$ cat config.mk
export PLATFORM = sky130hd
export DESIGN_NAME = hazard_div_ctrl
export DESIGN_NICKNAME = d
export VERILOG_FILES = /design/src/rtl/hazard_div_ctrl.sv
export SDC_FILE = /design/constraint.sdc
export NUM_CORES = 1
export LEC_CHECK = 0
export ABC_AREA = 1
export CORE_AREA = 3 3 50 52
export CTS_BUF_LIST = sky130_fd_sc_hd__clkbuf_16
export DETAILED_ROUTE_END_ITERATION = 16
export DIE_AREA = 0 0 53 55
export HOLD_SLACK_MARGIN = 0.15
export PLACE_DENSITY_LB_ADDON = 0.3
export REMOVE_ABC_BUFFERS = 1
export SLEW_MARGIN = 30
export SYNTH_ARGS = -nofsm -noshare
export SYNTH_HDL_FRONTEND = slang
export SYNTH_SLANG_ARGS = --single-unit
$ cat constraint.sdc
create_clock -name Clk -period 1.05 [get_ports Clk]
set_input_delay 0.21 -clock Clk [delete_from_list [all_inputs] [get_ports Clk]]
set_output_delay 0.21 -clock Clk [all_outputs]
set_load 0.02 [all_outputs]
$ cat src/rtl/hazard_div_ctrl.sv
// Pipeline hazard controller for an iterative divider: stalls the front end while a div runs
// and turns taken branches into an ID/EX flush. Optional macro: HAZARD_DIV_EARLY_ZERO_EN.
module hazard_div_ctrl #(
    parameter int DIV_CYCLES = 32
) (
    input  logic       Clk,
    input  logic       Reset,
    input  logic [5:0] OpCode_ex,
    input  logic [5:0] Funct_ex,
    input  logic       Branch_taken,
    input  logic       Divisor_zero,
    output logic       Stall,
    output logic       FlushRegisters,
    output logic       Div_Start,
    output logic       Div_Busy,
    output logic       Div_Done,
    output logic       LoHi_WriteEn,
    output logic       Div_ByZero,
    output logic [1:0] State
);

    localparam logic [1:0] IDLE = 2'b00;
    localparam logic [1:0] RUN  = 2'b01;
    localparam logic [1:0] DONE = 2'b10;

    localparam logic [5:0] COUNT_LOAD = 6'(DIV_CYCLES - 1);

    logic [1:0] state_q;
    logic [1:0] state_d;
    logic [5:0] count_q;
    logic [5:0] count_d;
    logic       div_detect;
    logic       zero_abort;
    logic       by_zero_q;

    assign div_detect = (OpCode_ex == 6'b000000) && (Funct_ex == 6'b011010);

`ifdef HAZARD_DIV_EARLY_ZERO_EN
    assign zero_abort = Divisor_zero;

    // Sticky flag: raised when RUN ends on a zero divisor, cleared when the next divide starts.
    always_ff @(posedge Clk or posedge Reset) begin
        if (Reset) begin
            by_zero_q <= 1'b0;
        end else if (state_q == IDLE && div_detect) begin
            by_zero_q <= 1'b0;
        end else if (state_q == RUN && Divisor_zero) begin
            by_zero_q <= 1'b1;
        end
    end
`else
    logic unused_divisor_zero;
    assign unused_divisor_zero = Divisor_zero;
    assign zero_abort          = 1'b0;
    assign by_zero_q           = 1'b0;
`endif

    always_comb begin
        state_d = state_q;
        count_d = count_q;
        case (state_q)
            IDLE: begin
                if (div_detect) begin
                    state_d = RUN;
                    count_d = COUNT_LOAD;
                end
            end
            RUN: begin
                // Count==0 means this is the last RUN cycle; never decrement past zero.
                if (zero_abort || count_q == 6'd0) begin
                    state_d = DONE;
                    count_d = 6'd0;
                end else begin
                    count_d = count_q - 6'd1;
                end
            end
            DONE: begin
                state_d = IDLE;
            end
            default: begin
                state_d = IDLE;
                count_d = 6'd0;
            end
        endcase
    end

    always_ff @(posedge Clk or posedge Reset) begin
        if (Reset) begin
            state_q <= IDLE;
            count_q <= 6'd0;
        end else begin
            state_q <= state_d;
            count_q <= count_d;
        end
    end

    // Outputs are decoded combinationally so they settle before the ID/EX negedge write;
    // Reset masks them so an in-flight div opcode cannot leak a start while reset is held.
    always_comb begin
        Stall          = 1'b0;
        FlushRegisters = 1'b0;
        Div_Start      = 1'b0;
        Div_Busy       = 1'b0;
        Div_Done       = 1'b0;
        LoHi_WriteEn   = 1'b0;
        Div_ByZero     = 1'b0;
        State          = state_q;
        if (!Reset) begin
            Div_ByZero = by_zero_q;
            case (state_q)
                IDLE: begin
                    Div_Start      = div_detect;
                    Stall          = div_detect;
                    FlushRegisters = Branch_taken && !div_detect;
                end
                RUN: begin
                    Stall    = 1'b1;
                    Div_Busy = 1'b1;
                end
                DONE: begin
                    Div_Done     = 1'b1;
                    LoHi_WriteEn = 1'b1;
                end
                default: begin
                    Stall = 1'b0;
                end
            endcase
        end
    end

endmodule

---- Word level (Yosys, flattened, before mapping) ----
Cells that the tools add are included.
word-level totals
  register bits ........................... 8
  input port bits ......................... 16
  output and inout port bits .............. 9
  logic and storage cells ................. 33
cells by class
  add/subtract/negate cells ............... 1
  eq/ne operators ......................... 5
  multiplexer cells ....................... 16
  bitwise operators ....................... 1
  reductions and logical operators ........ 8
operators by type and width
  operator                                                               number
  6-bit case mux with 3 select lines                                     1
  6-bit zero test                                                        2
  6-bit 2-to-1 mux                                                       2
  1-bit 2-to-1 mux                                                       9
  6-bit by 5-bit equality test with 1-bit output, second input constant  1
  6-bit by 1-bit subtractor with 6-bit output, second input constant     1
  2-bit 2-to-1 mux                                                       2
  2-bit != test, second input constant                                   2
  2-bit case mux with 2 select lines                                     1
  2-bit AND reduction                                                    2
  2-bit by 1-bit equality test with 1-bit output, second input constant  1
  2-bit equality test, second input constant                             1
  1-bit logical AND                                                      2
  2-bit zero test                                                        1
  1-bit case mux with 2 select lines                                     1
  1-bit zero test                                                        1
  1-bit NOT                                                              1

---- Longest topological paths before layout ----
Gate-level depths: netlist of the first run.
  depth in word-level cells ............... 6
  depth in mapped cells ................... 9
  mapped depth without buffers ............ 9

---- Least setup slack after synthesis of the first run ----
No wires, ideal clock.
  path kind ............................... register to output
  from .................................... register state_q[1] (netlist: State[1])
  to ...................................... output port LoHi_WriteEn
  arrival ................................. 1.385 ns
  required time ........................... 0.840 ns
  slack ................................... -0.545 ns
  cell stages (with the launch flop) ...... 4
  path buffers ............................ 1
  path through ............................ dfrtp_1 -> inv_1 -> nor3_1 -> buf_4
on the way
  word-level cells in the longest chain between the ends .. 3
ends and longest elaborated chain
  item                            RTL line  text
  start, declared                 28        logic [1:0] state_q;
  start signal, assigned          92        state_q <= state_d;
  2-bit equality test             n/a
  1-bit 2-to-1 mux (2 in series)  n/a
  end, declared                   17        output logic LoHi_WriteEn,
Every way passes these cells.

---- Worst setup path in the final report of the first run ----
  from .................................... register state_q[1] (netlist: State[1])
  to ...................................... output port Stall
on the way
  word-level cells in the longest chain between the ends .. 3
  elaborated cells between the ends (all ways) .. 4
  those cells by class .................... 1 x eq/ne; 2 x mux; 1 x reduce/logical
ends and longest elaborated chain
  item                                                                                      RTL line  text
  2-bit by 1-bit equality test with 1-bit output / 2-bit zero test (equally long branches)  110       case (state_q)
  1-bit case mux with 2 select lines *                                                      110
  1-bit 2-to-1 mux *                                                                        108       if (!Reset) begin
  end, declared                                                                             12        output logic Stall,
Mark *: on every way between the ends. The rest lies on a longest branch, timed or not.

==> results of run 1 <==
==> tightest hold or removal path, cell delays in order <==
cell and delay [ps]:
clkdlybuf4s50_1 460, inv_1 110, buf_4 180
==> registers in the layout, indices dropped and copies added (netlist names) <==
| register | flops |
|---|---|
| State | 2 |
| count_q | 6 |
==> synthesized netlist by cell type (2+ instances only) <==
cell	instances	share of area (%)
nand2_1	23	14
nor2_1	19	11
inv_1	12	7.2
nand3_1	10	8.0
dfrtp_1	8	32
a21oi_1	2	1.6
buf_4	2	2.4
ha_1	2	4.0
inv_2	2	1.2
nand3_2	2	3.2
nor2_4	2	3.6
o21ai_1	2	1.6
==> area by class of cell <==
| class | count | area (um^2) | area share [%] |
|---|---|---|---|
| inverters | 14 | 57.6 | 4.66 |
| well taps | 28 | 35.0 | 2.83 |
| flip-flops and latches | 8 | 200 | 16.2 |
| clock buffers | 3 | 75.1 | 6.07 |
| multi-input cells | 71 | 484 | 39.2 |
| repair buffers | 46 | 384 | 31.1 |
==> repair_timing <==
item	CTS	global route
hold buffers	0	0
pin swaps	12	10
setup buffers	2	2
endpoints found under the setup margin	16	16
gates resized for setup	60	31
==> cell families (layout without fill, tap and decap cells) <==
family	count (synthesis)	in the layout	synth area share, %
XOR/XNOR	1	1	1.40
adder cells (fa/ha/maj)	2	2	4.00
AND/OR/NAND/NOR	61	61	45.6
other	1	1	0.599
buffers and inverters	16	63	10.8
flip-flops	8	8	32.0
AO/OA/AOI/OAI	6	6	5.60
==> metal layers <==
layer,up-vias,wire (um),GRT usage [%]
met5,-,0,0
met4,0,17,5.11
met3,2,62,4.02
met2,8,981,26.4
met1,348,796,15.9
li1,386,-,-
==> path summary, 6_finish.rpt <==
path | from | end | slack, ps
worst max-delay path | State[1] | Stall | -350
worst min register to register | count_q[1] | count_q[1] | 550
worst max register to register | count_q[1] | count_q[3] | -160
max in group asynchronous | Reset | count_q[3] | 520
worst min-delay path | Reset | State[0] | 400
min in group Clk | count_q[1] | count_q[1] | 550
==> power by group <==
| group | internal [uW] | leakage, uW | switching (uW) | total [uW] |
|---|---|---|---|---|
| registers | 311 | 0.000112 | 0.951 | 312 |
| logic | 57.7 | 0.000500 | 51.5 | 109 |
| clock network | 492 | 0.0000370 | 159 | 650 |
| total | 860 | 0.000649 | 211 | 1070 |
==> stage by stage <==
step	util, %	instances	hold WS [ps]
detailed placement	47.3	163	532
global route	57.5	170	437
finish	57.5	170	396
global placement	47.3	163	496
floorplan	-	93	34.0
CTS	51.3	168	387
==> qor.txt, run 1 <==
Setup ws final = -353 ps
Starting density of the core = 29.1%
PwrDens = 867 nW/um^2
TritonCTS buffer count = 3
Antenna-violating nets left = 0
DRC = 0
Clock slew at reported path FFs = 40 ps
Worst path depth = 5
Filler cells = 210
CP top delay family = flip-flops
Mean Syn Cell Area = 6.59 um^2
Yosys warning count = 0
Status = finished, violations left
Via/cell ratio = 4.38
P&R area growth vs syn = 97.6%
GR Util All Layers = 14.4%
VDD IR-drop max = 804 uV
Fraction of registers with async set/reset = 100%
Final setup violation count = 14
Crit path launch type = register
Layout cell share with drive strength beyond 1 = 45.1%
Worst Path Required = 840 ps
Max Buffers Root-to-Sink = 2
Syn Std Cell Area = 626 um^2
Sequential share of the synthesized area = 32.0%
Max-slew violations = 0
Antenna violations before repair = 0
Die area = 2920 um^2
Slowest-stage cell, CP = dfrtp_1
Buffers on Ports = 22
FP Rows = 17
Worst reg-to-reg path cell count = 9
Detailed Place HPWL = 1410 um
Ports = 25
Vias = 744
Crit-path max cell delay = 410 ps
Iteration-0 DRC Markers = 7
Post-layout min period = 1400 ps
Max Cap Viol = 0
Setup TNS = -2970 ps
Leakage power = 0.000649 uW
Critical path class = reg2out
Final Skew = 1.16 ps
CTS sink count = 8
Main flop type after synthesis = dfrtp_1
Synth cell types = 21
Worst setup EP type = output pin
Most frequent cells in the layout = buf_4 (27), nand2_1 (20), nor2_1 (15)
Post-Synthesis Cells = 95
Fmax = 713 MHz
Hold Path Class = in2async
Design area = 1240 um^2
H-tree depth = 1
Failing checks = setup timing
Final hold vios = 0
Count of state elements after synthesis = 8
Vias in the first global route = 707
DR WL/cell = 10.9 um
Core Area = 2150 um^2
Grt total ovfl = 0
Dpl ws = -975 ps
Commonest non-fill, non-tap cell in the layout = buf_4
GPL Wtd Cong = 0.839
Total wire length = 1860 um
Placed Area = 1020 um^2
Die height = 55 um
TritonCTS clock tree = yes
Root Buffer = clkbuf_16
Final net count = 162
Pwr Total = 1070 uW
WP buf/inv = 3
DR pass1 iterations = 4
ANT cells = 0
Crit-path max FO = 3
Largest net degree at the start of global routing = 9
Worst path cell trace = buf_6, nor2_4, inv_2, a21oi_2, buf_4
RSZ-0062 raised after global routing = yes
Crit share post-route = 134%
Chip width = 53 um
Crit path DAT = 1190 ps
First-pass GRT wire length = 3000 um
Clk Latency, worst-skew pair = 240 ps
Post-synth EDFFs = 0
No activity file was read; power rests on OpenSTA's default activity.
==> run 2, diff against run 1 <==
- CORE_AREA: 3 3 50 52 -> 8 8 55 57
- DIE_AREA: 0 0 53 55 -> 0 0 63 65
==> run 2 against run 1 <==
Core utilization grew 2.3 points. Clock skew grew 0.91 ps. Setup slack lost 16 ps. Final area grew 3.9%. The run still ends with setup timing left. Critical endpoint unchanged.
==> qor.txt, run 2 (same netlist as run 1, synthesis figures left out) <==
Status = finished, violations left
Failing checks = setup timing
Via/cell ratio = 4.31
Fmax = 705 MHz
TritonCTS buffer count = 3
DRC = 0
Filler cells = 185
RSZ-0062 raised after global routing = yes
Final Skew = 2.07 ps
Hold Path Class = in2async
Die height = 65 um
Buffers on Ports = 22
Antenna-violating nets left = 0
Switching Fraction = 18.4%
Root Buffer = clkbuf_16
Final hold vios = 0
Crit share post-route = 135%
Total wire length = 1970 um
Vias = 741
DR WL/cell = 11.4 um
Iteration-0 DRC Markers = 23
H-tree depth = 1
Largest register FFs = 6
DR pass1 iterations = 4
Post-layout min period = 1420 ps
Combinational share of power = 10.6%
Antenna violations before repair = 0
Design area = 1280 um^2
VDD IR-drop max = 1570 uV
Util after Layout = 59.8%
Starting density of the core = 29.1%
Crit path launch type = register
P&R area growth vs syn = 105%
Critical path class = reg2out
Commonest non-fill, non-tap cell in the layout = buf_4
Placed Area = 1020 um^2
Worst path cell trace = buf_6, nor2_4, inv_2, a21oi_2, buf_6
TritonCTS clock tree = yes
CP startpoint = State[1]
Ports = 25
Clk pwr share = 59.8%
Die area = 4100 um^2
Clk Latency, worst-skew pair = 230 ps
GR Util All Layers = 9.55%
Grt total ovfl = 0
Reg with most FFs = count_q
Chip width = 63 um
Reg2Reg Launch Point = count_q[1]
Max Buffers Root-to-Sink = 2
Vias in the first global route = 735
First-pass GRT wire length = 3170 um
Pwr Total = 1050 uW
Max-slew violations = 0
Worst Path Required = 840 ps
Detailed Place HPWL = 1430 um
P_int = 861 uW
R2R Path End = count_q[3]
PwrDens = 821 nW/um^2
FP Rows = 17
Crit path DAT = 1210 ps
Worst reg-to-reg path cell count = 9
Min Hold Slack = 404 ps
Setup ws final = -369 ps
Switching Power = 194 uW
ANT cells = 0
Setup TNS = -3290 ps
GPL Wtd Cong = 0.740
CTS sink count = 8
Leakage power = 0.000665 uW
Crit-path max FO = 3
Clock slew at reported path FFs = 40 ps
Most frequent cells in the layout = buf_4 (24), nand2_1 (21), nor2_1 (14)
Part of the power in registers = 29.6%
Final net count = 164
Largest net degree at the start of global routing = 9
Crit-path max cell delay = 400 ps
Worst setup path end = Stall
Max Cap Viol = 0
Layout cell share with drive strength beyond 1 = 50.0%
Worst setup EP type = output pin
Slowest-stage cell, CP = dfrtp_1
Crit path top cell by count = buf_6
Register-to-register setup slack = -200 ps
Final setup violation count = 16
CTS Hold Buffers Added = 0
Core Area = 2150 um^2
==> run 2: power by group through the flow <==
stage          Combinational, uW  Clock [uW]  Sequential, uW
2_1_floorplan               34.8           0             316
3_3_place_gp                 111           0             316
3_5_place_dp                 112           0             316
4_1_cts                      105         637             312
5_1_grt                      125         669             312
6_report                     112         631             312
==> run 2: area by class of cell <==
type / count / area [um^2] / share of cell area (%)
Tap cell: 28 / 35.0 / 2.73
Multi-Input combinational cell: 71 / 497 / 38.7
Timing Repair Buffer: 48 / 418 / 32.5
Inverter: 14 / 60.1 / 4.67
Sequential cell: 8 / 200 / 15.6
Clock buffer: 3 / 75.1 / 5.84
==> run 2: metrics by stage <==
| stage | instances | setup WS, ps |
|---|---|---|
| 4_1_cts | 171 | -371 |
| 3_5_place_dp | 163 | -954 |
| 2_1_floorplan | 93 | -630 |
| 5_1_grt | 172 | -444 |
| 3_3_place_gp | 163 | -942 |
| 6_report | 172 | -369 |
==> run 2: critical path, delay by kind of cell (launching register included) <==
family                 cells  cell delay [ps]
AOI/OAI and AO/OA          1              140
buffers and inverters      3              330
DFF                        1              400
and+or+nand+nor            1              110
==> run 2: worst min path at each step <==
stage	startpoint	to	depth (start not counted)
CTS	Reset	State[0]	3
finish	Reset	State[1]	3
floorplan	Reset	State[0]	1
global route	Reset	count_q[0]	3
global placement	count_q[1]	count_q[1]	2
detailed placement	count_q[1]	count_q[1]	2
==> run 2: repair_timing <==
item | in CTS | in global routing
endpoints found under the setup margin | 16 | 16
pin swaps | 15 | 17
gates resized for setup | 72 | 30
setup buffers | 5 | 3
==> run 2: routing by layer <==
metal  GRT usage (%)  up-vias  wire length (um)
met5               0        -                 0
met3            4.12        2                76
met2            16.9       13              1070
met1            10.2      334               817
met4            2.56        0                 2
li1                -      392                 -
==> run 3, diff against run 2 <==
- REMOVE_ABC_BUFFERS: 1 -> unset
==> run 3 against run 2 <==
The flow still finishes with violations (setup timing). Highest routed layer unchanged. Fmax decreased by 2.1%. Sequential share of layout area shrank 0.63 points. Largest power group unchanged. Register-to-register slack about the same. Non-clock buffer count is 2 higher. Worst hold slack got worse by 50 ps.
==> qor.txt, run 3 (same netlist as run 1, synthesis figures left out) <==
Crit-path max cell delay = 420 ps
Antenna-violating nets left = 0
H-tree depth = 1
Worst setup EP type = output pin
Final Skew = 2.84 ps
Die height = 65 um
Final hold vios = 0
Syn_nets = 113
Largest net degree at the start of global routing = 9
Max-slew violations = 0
Filler cells = 190
Crit path DAT = 1240 ps
CTS Hold Buffers Added = 0
Worst path cell trace = buf_6, nor2_4, inv_4, a21oi_4, buf_6
Total wire length = 2140 um
TritonCTS buffer count = 3
DR WL/cell = 12.2 um
DRC = 0
Pwr Total = 1100 uW
GR met1 Demand/Resource = 11.2%
ANT cells = 0
Iteration-0 DRC Markers = 27
Clock slew at reported path FFs = 40 ps
Leakage power = 0.000688 uW
Vias in the first global route = 782
Reg2Reg Launch Point = State[1]
DR pass1 iterations = 4
Register-to-register setup slack = -190 ps
Worst reg-to-reg path cell count = 7
Commonest non-fill, non-tap cell in the layout = nand2_1
Final setup violation count = 16
RSZ-0062 raised after global routing = yes
Buffers on Ports = 22
Largest register FFs = 6
Core Area = 2150 um^2
GPL Wtd Cong = 0.796
P&R area growth vs syn = 117%
CP top delay family = flip-flops
Layout cell share with drive strength beyond 1 = 51.0%
WP buf/inv = 3
Ports = 25
Clk Latency, worst-skew pair = 240 ps
Hold Path Class = in2async
Reg with most FFs = count_q
Die area = 4100 um^2
Setup ws final = -399 ps
GR Util All Layers = 10.5%
Max Cap Viol = 0
Post-layout min period = 1450 ps
R2R Path End = count_q[2]
Chip width = 63 um
Fmax = 690 MHz
VDD IR-drop max = 1090 uV
Status = finished, violations left
Antenna violations before repair = 0
FP Rows = 17
Vias = 791
Grt total ovfl = 0
Final net count = 166
Failing checks = setup timing
Most frequent cells in the layout = nand2_1 (22), buf_4 (20), buf_6 (16)
Via/cell ratio = 4.52
Gr busiest metal = met2
Root Buffer = clkbuf_16
Crit-path max FO = 3
Critical path class = reg2out
Dpl ws = -1060 ps
Crit path top cell by count = buf_6
Slowest-stage cell, CP = dfrtp_2
Global Route met2 Usage = 17.5%
PwrDens = 811 nW/um^2
Crit path launch type = register
Starting density of the core = 29.1%
First-pass GRT wire length = 3480 um
GR Layer Usage met3 = 3.78%
CTS sink count = 8
Crit share post-route = 138%
Max Buffers Root-to-Sink = 2
Worst Path Required = 840 ps
Detailed Place HPWL = 1500 um
TritonCTS clock tree = yes
run 3: repair_timing:
action | in CTS | in global routing
pin swaps | 19 | 10
setup endpoints to repair | 15 | 16
resized for setup | 67 | 17
buffers inserted | 4 | 4
run 3: how the worst max path moves through the flow:
stage | slack (ps) | cells past startpoint | from | to
floorplan | -170 | 3 | State[1] | LoHi_WriteEn
global placement | -1030 | 7 | Funct_ex[1] | Stall
detailed placement | -1060 | 7 | OpCode_ex[1] | Stall
CTS | -390 | 6 | State[0] | Stall
global route | -450 | 5 | State[1] | Stall
finish | -400 | 5 | State[1] | Stall
run 3: per-layer routing:
layer	vias up	part of all wire, %
li1	397	-
met1	368	41
met2	24	50
met3	2	7.2
met4	0	1.4
met5	-	0
run 3: area by class of cell:
| cell class | instances | area, um^2 | share of cell area, % |
|---|---|---|---|
| multi-input combinational | 71 | 524 | 38.7 |
| clock buffer | 3 | 75.1 | 5.54 |
| sequential | 8 | 203 | 14.9 |
| clock inverter | 1 | 3.75 | 0.277 |
| tap | 28 | 35.0 | 2.58 |
| inverter | 14 | 60.1 | 4.43 |
| timing repair buffer | 50 | 455 | 33.6 |
run 3: power breakdown:
| group | internal (uW) | switching (uW) | leakage (uW) |
|---|---|---|---|
| Combinational | 60.5 | 58.6 | 0.000537 |
| Sequential | 311 | 0.873 | 0.000108 |
| Clock | 498 | 171 | 0.0000423 |
run 3: through the flow:
| stage | utilization [%] | hold slack (ps) | TNS, ps | area, um^2 | std cells |
|---|---|---|---|---|---|
| after CTS | 59.5 | 365 | -3170 | 1280 | 171 |
| final | 63.1 | 354 | -3340 | 1360 | 175 |
| after floorplan | - | 41.0 | -678 | 748 | 95 |
| after global routing | 63.1 | 383 | -4150 | 1360 | 175 |
| after global placement | 53.2 | 516 | -8860 | 1140 | 164 |
| after detailed placement | 53.2 | 542 | -9150 | 1140 | 164 |
run 3: worst register-to-register path: cells and delay by family (launching register included):
| kind | cells | cell delay, ps |
|---|---|---|
| flip-flops | 1 | 420 |
| buffers and inverters | 2 | 300 |
| AO/OA/AOI/OAI | 1 | 140 |
| AND/OR/NAND/NOR | 4 | 340 |
